--- config.mk ---
export PLATFORM = sky130hd
export DESIGN_NAME = axis_n_way_adder
export DESIGN_NICKNAME = d
export VERILOG_FILES = /design/src/rtl/axis_n_way_adder.sv
export SDC_FILE = /design/constraint.sdc
export NUM_CORES = 1
export LEC_CHECK = 0
export CAP_MARGIN = 20
export CELL_PAD_IN_SITES_DETAIL_PLACEMENT = 1
export CELL_PAD_IN_SITES_GLOBAL_PLACEMENT = 1
export CORE_ASPECT_RATIO = 2
export CORE_MARGIN = 2
export CORE_UTILIZATION = 53
export DETAILED_ROUTE_END_ITERATION = 7
export PLACE_DENSITY_LB_ADDON = 0.25
export SYNTH_ARGS = -nofsm -noshare
export SYNTH_HDL_FRONTEND = slang
export SYNTH_SLANG_ARGS = --single-unit
--- constraint.sdc ---
create_clock -name clk -period 7.32 [get_ports clk]
set_input_delay 1.464 -clock clk [delete_from_list [all_inputs] [get_ports clk]]
set_output_delay 1.464 -clock clk [all_outputs]
set_load 0.01 [all_outputs]
--- src/rtl/axis_n_way_adder.sv ---
// N-channel stream adder: one FIFO per input channel, a join that sums the N heads
// (wrap or saturate), and an output FIFO carrying {overflow, result}.
module axis_n_way_adder #(
    parameter int width    = 4,
    parameter int depth    = 4,
    parameter int n_inputs = 3,
    parameter int saturate = 0
) (
    input  logic                      clk,
    input  logic                      rst,
    input  logic [n_inputs-1:0]       in_valid,
    output logic [n_inputs-1:0]       in_ready,
    input  logic [n_inputs*width-1:0] in_data,
    output logic                      sum_valid,
    input  logic                      sum_ready,
    output logic [width-1:0]          sum_data,
    output logic                      sum_sat
);

    localparam int aw = $clog2(depth);
    localparam int sw = width + $clog2(n_inputs);
    localparam logic [aw:0] ptr_one = 1;

    logic [n_inputs-1:0] in_empty;
    logic [width-1:0]    head [n_inputs];
    logic                fire;
    logic                out_full;

    for (genvar i = 0; i < n_inputs; i++) begin : g_in
        logic [width-1:0] mem [depth];
        logic [aw:0]      wr_ptr;
        logic [aw:0]      rd_ptr;
        logic             full;
        logic             push;

        // Extra pointer MSB distinguishes full from empty when the index bits match.
        assign full        = (wr_ptr[aw] != rd_ptr[aw]) && (wr_ptr[aw-1:0] == rd_ptr[aw-1:0]);
        assign in_empty[i] = (wr_ptr == rd_ptr);
        assign in_ready[i] = ~full;
        assign push        = in_valid[i] & ~full;
        assign head[i]     = mem[rd_ptr[aw-1:0]];

        always_ff @(posedge clk) begin
            if (rst) begin
                wr_ptr <= '0;
                rd_ptr <= '0;
            end else begin
                if (push) wr_ptr <= wr_ptr + ptr_one;
                if (fire) rd_ptr <= rd_ptr + ptr_one;
            end
        end

        // NOTE: storage arrays are not reset; the pointers alone define which entries are valid.
        always_ff @(posedge clk) begin
            if (push) mem[wr_ptr[aw-1:0]] <= in_data[i*width +: width];
        end
    end

    logic [sw-1:0]    full_sum;
    logic             ovf;
    logic [width-1:0] result;

    // NOTE: combinational blocks use blocking assignments and give every output a default
    // first, so the accumulation reads the value just written and no latch is inferred.
    always_comb begin
        full_sum = '0;
        for (int i = 0; i < n_inputs; i++) begin
            full_sum = full_sum + sw'(head[i]);
        end
        ovf    = |full_sum[sw-1:width];
        result = full_sum[width-1:0];
        if (saturate != 0 && ovf) result = '1;
    end

    assign fire = ~|in_empty & ~out_full;

    logic [width:0] out_mem [depth];
    logic [aw:0]    out_wr_ptr;
    logic [aw:0]    out_rd_ptr;
    logic           out_pop;

    assign out_full  = (out_wr_ptr[aw] != out_rd_ptr[aw]) &&
                       (out_wr_ptr[aw-1:0] == out_rd_ptr[aw-1:0]);
    assign sum_valid = (out_wr_ptr != out_rd_ptr);
    assign out_pop   = sum_valid & sum_ready;
    assign {sum_sat, sum_data} = out_mem[out_rd_ptr[aw-1:0]];

    always_ff @(posedge clk) begin
        if (rst) begin
            out_wr_ptr <= '0;
            out_rd_ptr <= '0;
        end else begin
            if (fire)    out_wr_ptr <= out_wr_ptr + ptr_one;
            if (out_pop) out_rd_ptr <= out_rd_ptr + ptr_one;
        end
    end

    always_ff @(posedge clk) begin
        if (fire) out_mem[out_wr_ptr[aw-1:0]] <= {ovf, result};
    end

endmodule
# ---- Word-level counts from Yosys, hierarchy flattened
# Memory sizes are Yosys's and may differ from the RTL's. A register that Yosys moved wholly into a read port is not among the register bits.
# Index checks and enable logic that the tools add are counted.
# Widths: inputs -> output; s select.
dict set report op_classes {
  n_addsub 10
  multipliers 0
  div_mod_pow 0
  order_cmp 0
  eq_ne 12
  shift 0
  n_mux 16
  n_bitwise 9
  reduce_logical 7
}
# cell count
set op_table {}
lappend op_table {{$add 3x1->3 const B} 8}
lappend op_table {{$mux 2} 8}
lappend op_table {{$eq 3x3->1} 3}
lappend op_table {{$eq 2x2->1} 4}
lappend op_table {{$mux 1} 8}
lappend op_table {{$add 5x4->6} 1}
lappend op_table {{$add 4x4->5} 1}
lappend op_table {{$and 1x1->1} 5}
lappend op_table {{$logic_and 1x1->1} 4}
lappend op_table {{$ne 1x1->1} 4}
lappend op_table {{$not 1->1} 4}
lappend op_table {{$ne 3x3->1} 1}
lappend op_table {{$reduce_or 3->1} 1}
lappend op_table {{$reduce_or 2->1} 1}
lappend op_table {{$logic_not 1->1} 1}
dict set report word_totals {
  regBits 24
  latchBits 0
  ram_bits 68
  romBits 0
  in_bits 18
  output_inout_bits 9
  elab_cells 66
  memories 4
}
# name words word_bits rd rd_ports_with_merged_regs write_ports line_no
set memory_table {}
lappend memory_table {out_mem 4 5 1 1 1 77} ;# logic [width:0] out_mem [depth];
lappend memory_table {{g_in[0].mem} 4 4 1 1 1 30} ;# logic [width-1:0] mem [depth];
lappend memory_table {{g_in[1].mem} 4 4 1 1 1 30}
lappend memory_table {{g_in[2].mem} 4 4 1 1 1 30}

# ---- Longest topological paths before layout
# Gate-level depths: netlist of run 1.
dict set report depth {
  word_depth 6
  ltp_mapped 8
  ltp_nobuf 8
}

# ---- Least setup slack after synthesis of run 1
# Ideal clock, no wire load.
dict set report synth_timing {
  path_type {register to register}
  start {register with a tool-made name}
  end {memory out_mem[0][4] (netlist name) (data pin)}
  setup_ns 0.263
  arrival_ns 2.735
  t_required_ns 7.057
  path_slack_ns 4.322
  path_stages_with_launch 7
  n_path_buf 0
  period_less_slack_ns 2.998
  path_cell_list {dfxtp_1 > mux4_2 > fa_1 > ha_1 > fa_1 > or4_1 > a21o_1}
}
# item line_no
set synth_rtl {}
lappend synth_rtl {{to (decl)} 77}

==> results of run 1 <==
==> worst max-delay path, cell delays in order, from the launching register on <==
cell and delay (ns):
dfxtp_1 0.51, mux4_2 0.55, clkdlybuf4s50_1 0.49
==> per-layer routing <==
metal	track usage (%)	vias up	wire [um]
met5	0	-	0
met4	9.72	0	209
met3	5.05	13	208
met2	39.8	38	4800
met1	18.5	1132	2530
li1	-	1056	-
==> flip-flops by register name, indices dropped and copies added, names as in the netlist, named ones only <==
| name | flops |
|---|---|
| g_in.mem | 48 |
| g_in.rd_ptr | 9 |
| g_in.wr_ptr | 9 |
| out_wr_ptr | 3 |
| out_mem | 20 |
| out_rd_ptr | 3 |
==> through the flow <==
stage / util (%) / hold slack, ns / std cells
3_3_place_gp: 58.3 / 0.496 / 394
6_report: 61.8 / 0.537 / 410
4_1_cts: 61.4 / 0.539 / 409
2_1_floorplan: - / 0.473 / 278
5_1_grt: 61.8 / 0.577 / 410
3_5_place_dp: 58.3 / 0.520 / 394
==> area by class of cell <==
class | count | area share, %
inverters | 16 | 1.23
repair buffers | 27 | 5.91
well taps | 96 | 2.47
multi-input cells | 156 | 30.3
flip-flops and latches | 100 | 55.1
clock buffers | 15 | 5.08
==> cell usage after synthesis (2+ instances only) <==
library cell   n  area share [%]
a31o_2         3            0.62
xor2_1         7             1.4
nand3b_1       3            0.53
and2_1         4            0.59
clkbuf_1       4            0.35
nand2b_1       3            0.44
dfxtp_1       32              15
inv_1         16             1.4
xnor2_1       18             3.7
and2_2        12             2.1
mux4_2        17             9.0
mux2i_1        4            0.94
nor2_1        30             2.6
a21oi_1        8            0.94
a31oi_1        3            0.44
fa_1           5             2.4
o21ai_0        2            0.24
ha_1          23             6.8
nand3_1        7            0.82
edfxtp_1      68              48
nand2_1        3            0.26
==> logic make-up after synthesis <==
kind of cell | Yosys count
buffers and inverters | 22
muxes | 21
xor gates and xnor gates | 25
adders and majority gates | 28
and+or+nand+nor | 64
DFF | 100
AOI/OAI and AO/OA | 18
==> power groups by stage <==
| stage | Combinational (mW) | Clock [mW] | Sequential, mW |
|---|---|---|---|
| after floorplan | 0.136 | 0 | 0.683 |
| after global placement | 0.187 | 0 | 0.690 |
| after detailed placement | 0.199 | 0 | 0.692 |
| after CTS | 0.202 | 0.417 | 0.680 |
| after global routing | 0.223 | 0.434 | 0.683 |
| final | 0.200 | 0.407 | 0.679 |
==> layout by cell type, fill, tap and decap left out, types with 2 or more instances in the layout <==
cell type / Yosys / final
o21ai_0: 2 / 2
clkbuf_16: 0 / 9
nor2_1: 30 / 30
xnor2_1: 18 / 18
a31oi_1: 3 / 3
nand3_1: 7 / 7
mux2i_1: 4 / 4
fa_1: 5 / 5
dfxtp_1: 32 / 32
inv_1: 16 / 16
xor2_1: 7 / 7
a31o_2: 3 / 3
nand3b_1: 3 / 3
nand2_1: 3 / 3
nand2b_1: 3 / 3
mux4_2: 17 / 17
clkbuf_1: 4 / 6
and2_1: 4 / 4
clkdlybuf4s50_1: 0 / 26
edfxtp_1: 68 / 68
ha_1: 23 / 23
a21oi_1: 8 / 8
and2_2: 12 / 12
==> how the worst max path moves through the flow <==
stage                  start                end  cells past startpoint
detailed placement       rst  g_in[1].rd_ptr[2]                      4
finish              register        sum_data[2]                      2
floorplan           register      out_mem[0][4]                      6
global route        register        sum_data[2]                      2
global placement         rst  g_in[0].rd_ptr[2]                      4
CTS                 register        sum_data[2]                      2
==> reports/metrics.yaml, run 1 <==
outcome: "finished, final reports clean"
post_cts_buffers: 0
cts.sinks: 100
tightest_slew_ns: 0.845
max_freq_ghz: 0.298
viasPerCell: 5.46
leakage_nw: 1.74
switching_share_pct: 23.9
regArea_mm2: 0.00268
combPwrFrac_pct: 15.6
grt.overflow.total: 0
syn-num-nets: 324
pwr-share-seq_pct: 52.8
fillers: 723
hp-start: "g_in[2].wr_ptr[2]"
holdPathEnd: "g_in[2].wr_ptr[2]"
finalPower_mw: 1.29
route.detailed.drc: 0
ys.flop_type: "edfxtp_1"
io_buffers: 26
ctsHoldBuffers: 0
powerDensity_mw_per_mm2: 264
skew_ns: 0.00558
rsz0062_at_grt: "no"
place_ws_ns: 3.96
post-route-period-util_pct: 45.8
antenna_found_initial: 0
io_pins: 27
hold_viol: 0
ir_worst_vdd_mv: 0.220
gp_congestion: 0.737
ff2ff_setup_slack_ns: 4.13
crit_type: "reg -> out"
wl_per_cell_um: 18.9
num_vias: 2239
cap_violations: 0
fin_ws_ns: 3.96
grt_max_degree: 33
setup-violations-final: 0
required_ns: 5.86
multi_input_area_mm2: 0.00147
synthMuxAreaShare_pct: 9.93
rows: 46
start_kind: "register"
max-slew-margin-rel_pct: 43.6
area_growth_pct: 14.4
p_clk_share_pct: 31.7
clkSlewWorstSetupHoldPaths_ns: 0.06
placed_area_mm2: 0.00460
grt_pass1_wl_um: 12300
synth-adder-area-share_pct: 9.11
cts-resized-gates: 0
dieWidth_um: 67.4
netlist_area_mm2: 0.00426
track_usage_pct: 20.4
drt-total-wl_um: 7750
start_util_pct: 54.0
dr.pass1.iters: 4
antenna_left: 0
die_area_mm2: 0.00881
synth-xor-area-share_pct: 5.14
clkLatencyLatePin_ns: 0.34
cts-htree-levels: 3
cts_buffer_depth: 2
ys_seq_elements: 100
hp-class: "reg -> reg"
r2r_cells: 6
async_flop_share_pct: 0
grt_pass1_vias: 2405
hold_depth: 2
synth-compound-area-share_pct: 2.67
numCtsBuffers: 9
postSynthAreaPerCell_um2: 15.3
crit_path_end_kind: "primary output"
setup_tns_ns: 0
synth_cell_types: 27
cts_tree: "done"
timing.rr.end: "out_mem[2][4]"
synth-simple-area-share_pct: 7.76
dp_hpwl_um: 5880
cts_root_buffer: "clkbuf_16"
finalWorstPathRequiredPeriod_ns: 3.36
crit_fanout: 5
slew_violations: 0
coreArea_mm2: 0.00789
ys_seq_area_share_pct: 63.0
synth_top_family_by_area: "multiplexers"
final_nets: 356
synth_edf_count: 68
final_area_mm2: 0.00487
n_antenna_cell: 0
switchingPower_mw: 0.307
p_int_mw: 0.980
synth_cells: 278
layout-drive-gt1-share_pct: 13.4
drt_iter0_markers: 138
dieHeight_um: 131
yosysWarnings: 0
arrival_ns: 1.89
Power figures use the tool's default switching activity.
==> run 2: changes to the inputs <==
- CORE_UTILIZATION: 53 -> 45
- clock period: 7.32 -> 2.9 ns (I/O delays scaled with it)
==> reports/metrics.yaml, run 2 (synthesized netlist as in run 1, its figures left out) <==
outcome: "finished with violations"
violations: "setup timing"
final_core_util_pct: 53.6  # -8.2 points
cap_violations: 0  # unchanged
switching_share_pct: 24.8  # +0.94 points
instances_no_fill: 427  # +4.1%
place_ws_ns: -0.0813  # -4.04 ns
antenna_found_initial: 0  # unchanged
crit_path_end_kind: "register"
powerDensity_mw_per_mm2: 672  # +150%
start_util_pct: 46.0  # -8.0 points
max_freq_ghz: 0.344
cts_tree: "done"
viasPerCell: 5.29  # -3.1%
crit_fanout: 4  # -1
dp_hpwl_um: 6210  # +5.6%
largest_reg_flops: 48  # unchanged
leakage_nw: 1.79  # +2.5%
grt_pass1_wl_um: 12800  # +4.3%
antenna_left: 0  # unchanged
cts.sinks: 100  # unchanged
ctsHoldBuffers: 0  # unchanged
arrival_ns: 2.99  # +1.10 ns
grt_max_degree: 17  # -48%
gp_congestion: 0.739  # +0.31%
grt_pass1_vias: 2467  # +2.6%
dieHeight_um: 142  # +8.3%
layout_commonest_cell: "edfxtp_1"
dieWidth_um: 72.8  # +8.0%
hp-start: "out_wr_ptr[2]"
wl_per_cell_um: 18.6  # -1.5%
area_growth_pct: 16.5
grt.overflow.total: 0  # unchanged
required_ns: 2.98  # -2.88 ns
setup_tns_ns: -0.0365  # -0.0365 ns
layout-drive-gt1-share_pct: 18.9  # +5.5 points
rsz0062_at_grt: "yes"
rows: 50  # +8.7%
combPwrFrac_pct: 16.1  # +0.5 points
finalPower_mw: 3.33  # +160%
dpl.cell_count: 410  # +4.1%
drt-total-wl_um: 7960  # +2.6%
route.detailed.drc: 0  # unchanged
mostFrequentLayoutCells: "edfxtp_1, nor2_1, dfxtp_1, clkdlybuf4s50_1, ha_1"
io_pins: 27  # unchanged
track_usage_pct: 17.3  # -3.2 points
finalWorstPathRequiredPeriod_ns: 2.91
pwr-share-seq_pct: 51.4  # -1.4 points
hold_viol: 0  # unchanged
clkLatencyLatePin_ns: 0.34  # about the same
p_int_mw: 2.50  # +160%
clkSlewWorstSetupHoldPaths_ns: 0.07  # about the same
skew_ns: 0.0110  # +0.00546 ns
ir_worst_vdd_mv: 0.319  # +45%
cts-htree-levels: 3  # unchanged
io_buffers: 26  # unchanged
n_antenna_cell: 0  # unchanged
final_nets: 364  # +2.2%
num_vias: 2260  # +0.94%
drt_iter0_markers: 76  # -45%
fin_ws_ns: -0.0105  # -3.97 ns
coreArea_mm2: 0.00926  # +17%
numCtsBuffers: 9  # unchanged
max-slew-margin-rel_pct: 59.6  # +16 points
post-route-period-util_pct: 100
setup-violations-final: 4  # +4
start_kind: "register"
cts_buffer_depth: 2  # unchanged
slew_violations: 0  # unchanged
die_area_mm2: 0.0103  # +17%
hp-class: "reg -> reg"
p_clk_share_pct: 32.4  # +0.7 points
tightest_slew_ns: 0.603  # -0.243 ns
switchingPower_mw: 0.826  # +170%
cts_root_buffer: "clkbuf_16"
dr.pass1.iters: 4  # unchanged
crit_type: "reg -> reg"
==> run 2: path summary, 6_finish.rpt <==
kind	end	slack [ns]	cells after the start
min reg2reg	out_wr_ptr[2]	0.52	2
max	out_mem[2][4]	-0.01	6
max reg2reg	out_mem[2][4]	-0.01	6
min	out_wr_ptr[2]	0.52	2
==> run 2: metrics by stage <==
step,instance area [um^2],hold WS (ns)
3_3_place_gp,4680,0.498
6_report,4960,0.524
3_5_place_dp,4680,0.511
2_1_floorplan,4270,0.473
4_1_cts,4960,0.524
5_1_grt,4960,0.567
==> run 2: power by group through the flow <==
stage	sequential, mW	clock (mW)	combinational (mW)
final	1.71	1.08	0.537
after global routing	1.72	1.16	0.598
after CTS	1.72	1.11	0.547
after detailed placement	1.75	0	0.530
after global placement	1.74	0	0.499
after floorplan	1.72	0	0.345
==> run 2: final cells by class <==
class / count / area (um^2)
clock buffer: 10 / 229
multi-input combinational: 156 / 1480
fill: 928 / 4300
sequential: 100 / 2690
inverter: 16 / 60.1
timing repair buffer: 35 / 328
tap: 104 / 130
clock inverter: 6 / 38.8
==> run 2: worst max-delay path, cell delays in order (launching register included) <==
cell	delay, ns
dfxtp_4	0.38
mux4_2	0.52
fa_1	0.49
ha_2	0.20
fa_2	0.36
or4_1	0.51
a21o_1	0.20
==> run 2: what timing repair did <==
item / CTS / global route
endpoints found under the hold margin: 0 / 0
setup endpoints to repair: 4 / 4
pin swaps: 3 / 1
resized for setup: 2 / 1
buffers inserted: 1 / 0
==> run 2: routing by layer <==
layer  part of all wire [%]  routed length, um  vias to the layer above  GRT usage, %
met5                      0                  0                        -             0
met2                     61               4830                       39          32.9
met1                     34               2740                     1127          17.0
met4                    2.8                225                        0          8.77
li1                       -                  -                     1080             -
met3                    2.1                164                       14          2.84
==> run 3: changes to the inputs <==
- CORE_UTILIZATION: 45 -> 50
- clock period: 2.9 -> 3.1 ns (I/O delays scaled with it)
==> reports/metrics.yaml, run 3 (synthesized netlist as in run 1, its figures left out) <==
dieHeight_um: 135  # -5.0%
wl_per_cell_um: 20.0  # +7.2%
num_vias: 2256  # -0.18%
dieWidth_um: 69.3  # -4.9%
setup-violations-final: 0  # -4
start_util_pct: 51.4  # +5.4 points
powerDensity_mw_per_mm2: 667  # -0.73%
grt_pass1_wl_um: 13200  # +3.0%
crit_fanout: 4  # unchanged
io_pins: 27  # unchanged
grt_max_degree: 16  # -1
max_stage_delay_ns: 0.53  # about the same
placed_area_mm2: 0.00464  # -0.67%
crit_slowest_cell: "or4_1"
arrival_ns: 3.11  # +0.12 ns
slew_violations: 0  # unchanged
max-slew-margin-rel_pct: 59.6  # about the same
largest_reg_flops: 48  # unchanged
cts-htree-levels: 3  # unchanged
crit_type: "reg -> reg"
hp-start: "out_rd_ptr[1]"
hp-class: "reg -> reg"
area_growth_pct: 17.2
clkSlewWorstSetupHoldPaths_ns: 0.06  # about the same
path_cells: "mux4_2 > fa_1 > ha_1 > fa_2 > or4_1 > a21o_1"
n_antenna_cell: 0  # unchanged
io_buffers: 26  # unchanged
holdWs_ns: 0.538  # +0.0144 ns
critical_path.top_delay_family: "adder cells"
tightest_slew_ns: 0.604  # +0.00171 ns
fillers: 762  # -18%
die_area_mm2: 0.00931  # -9.6%
track_usage_pct: 19.6  # +2.4 points
dr.pass1.iters: 5  # +1
clkLatencyLatePin_ns: 0.34  # about the same
setup_tns_ns: 0  # +0.0365 ns
dp_hpwl_um: 6400  # +3.0%
grt.overflow.total: 0  # unchanged
viasPerCell: 5.40  # +2.0%
cap_violations: 0  # unchanged
grt_pass1_vias: 2489  # +0.89%
hold_viol: 0  # unchanged
post_cts_buffers: 0  # -1
layout_commonest_cell: "edfxtp_1"
rows: 47  # -6.0%
cts.sinks: 100  # unchanged
antenna_left: 0  # unchanged
gp_congestion: 0.784  # +6.1%
skew_ns: 0.00467  # -0.00636 ns
cts_root_buffer: "clkbuf_16"
dpl.cell_count: 402  # -2.0%
ir_worst_vdd_mv: 0.542  # +70%
post-route-period-util_pct: 97.5  # -2.8 points
drt-total-wl_um: 8350  # +5.0%
final_nets: 361  # -0.82%
layout-drive-gt1-share_pct: 18.4  # -0.45 points
final_area_mm2: 0.00499  # +0.68%
route.detailed.drc: 0  # unchanged
numCtsBuffers: 9  # unchanged
coreArea_mm2: 0.00829  # -10%
worst-path-buf-inv: 0  # unchanged
leakage_nw: 1.81  # +1.4%
mostFrequentLayoutCells: "edfxtp_1, nor2_1, dfxtp_1, clkdlybuf4s50_1, ha_1"
instances_no_fill: 418  # -2.1%
crit_path_end_kind: "register"
required_ns: 3.19  # +0.21 ns
max_freq_ghz: 0.331  # -3.7%
cts_buffer_depth: 2  # unchanged
antenna_found_initial: 0  # unchanged
finalWorstPathRequiredPeriod_ns: 3.02  # +0.113 ns
drt_iter0_markers: 140  # +84%
rsz0062_at_grt: "no"
outcome: "finished, final reports clean"
start_kind: "register"
cts_tree: "done"
[run 3: power by group]
group          total [mW]  leakage (nW)  switching [mW]  internal (mW)
Combinational       0.504         0.760           0.268          0.236
Sequential           1.60         0.881          0.0495           1.55
Clock                1.22         0.169           0.453          0.770
Total                3.33          1.81           0.770           2.56
[run 3: timing repair]
action	4_1_cts	5_1_grt
setup endpoints to repair	4	4
gates cloned	0	0
resized for setup	3	3
hold buffers	0	0
[run 3: final cells by class]
cell class	count	area, um^2	share of cell area [%]
Clock buffer	12	267	5.34
Clock inverter	4	70.1	1.40
Inverter	16	60.1	1.20
Multi-Input combinational cell	156	1480	29.6
Sequential cell	100	2690	53.9
Tap cell	98	123	2.46
Timing Repair Buffer	32	305	6.12
[run 3: worst paths after layout]
path / cells after the start / end / slack (ns)
hold / removal: 2 / out_rd_ptr[1] / 0.54
setup / recovery: 6 / out_mem[2][4] / 0.08
hold reg to reg: 2 / out_rd_ptr[1] / 0.54
setup reg to reg: 6 / out_mem[2][4] / 0.08
[run 3: worst register-to-register path: stages (launching register included)]
cell     delay, ns
dfxtp_4       0.38
mux4_2        0.52
fa_1          0.50
ha_1          0.25
fa_2          0.38
or4_1         0.53
a21o_1        0.21
[run 3: per-stage QoR]
step | utilization, % | setup slack (ns) | power (mW)
floorplan | - | 0.102 | 1.93
global placement | 56.0 | 0.0515 | 2.09
detailed placement | 56.0 | -0.0794 | 2.14
CTS | 60.1 | 0.00107 | 3.36
global route | 60.2 | 0.00663 | 3.45
finish | 60.2 | 0.0764 | 3.33
[run 3: per-layer routing]
layer / wire length (um) / up-vias / GRT usage (%)
met5: 0 / - / 0
met4: 346 / 0 / 11.4
met3: 205 / 22 / 3.51
met2: 4970 / 49 / 38.8
met1: 2830 / 1109 / 18.0
li1: - / 1076 / -
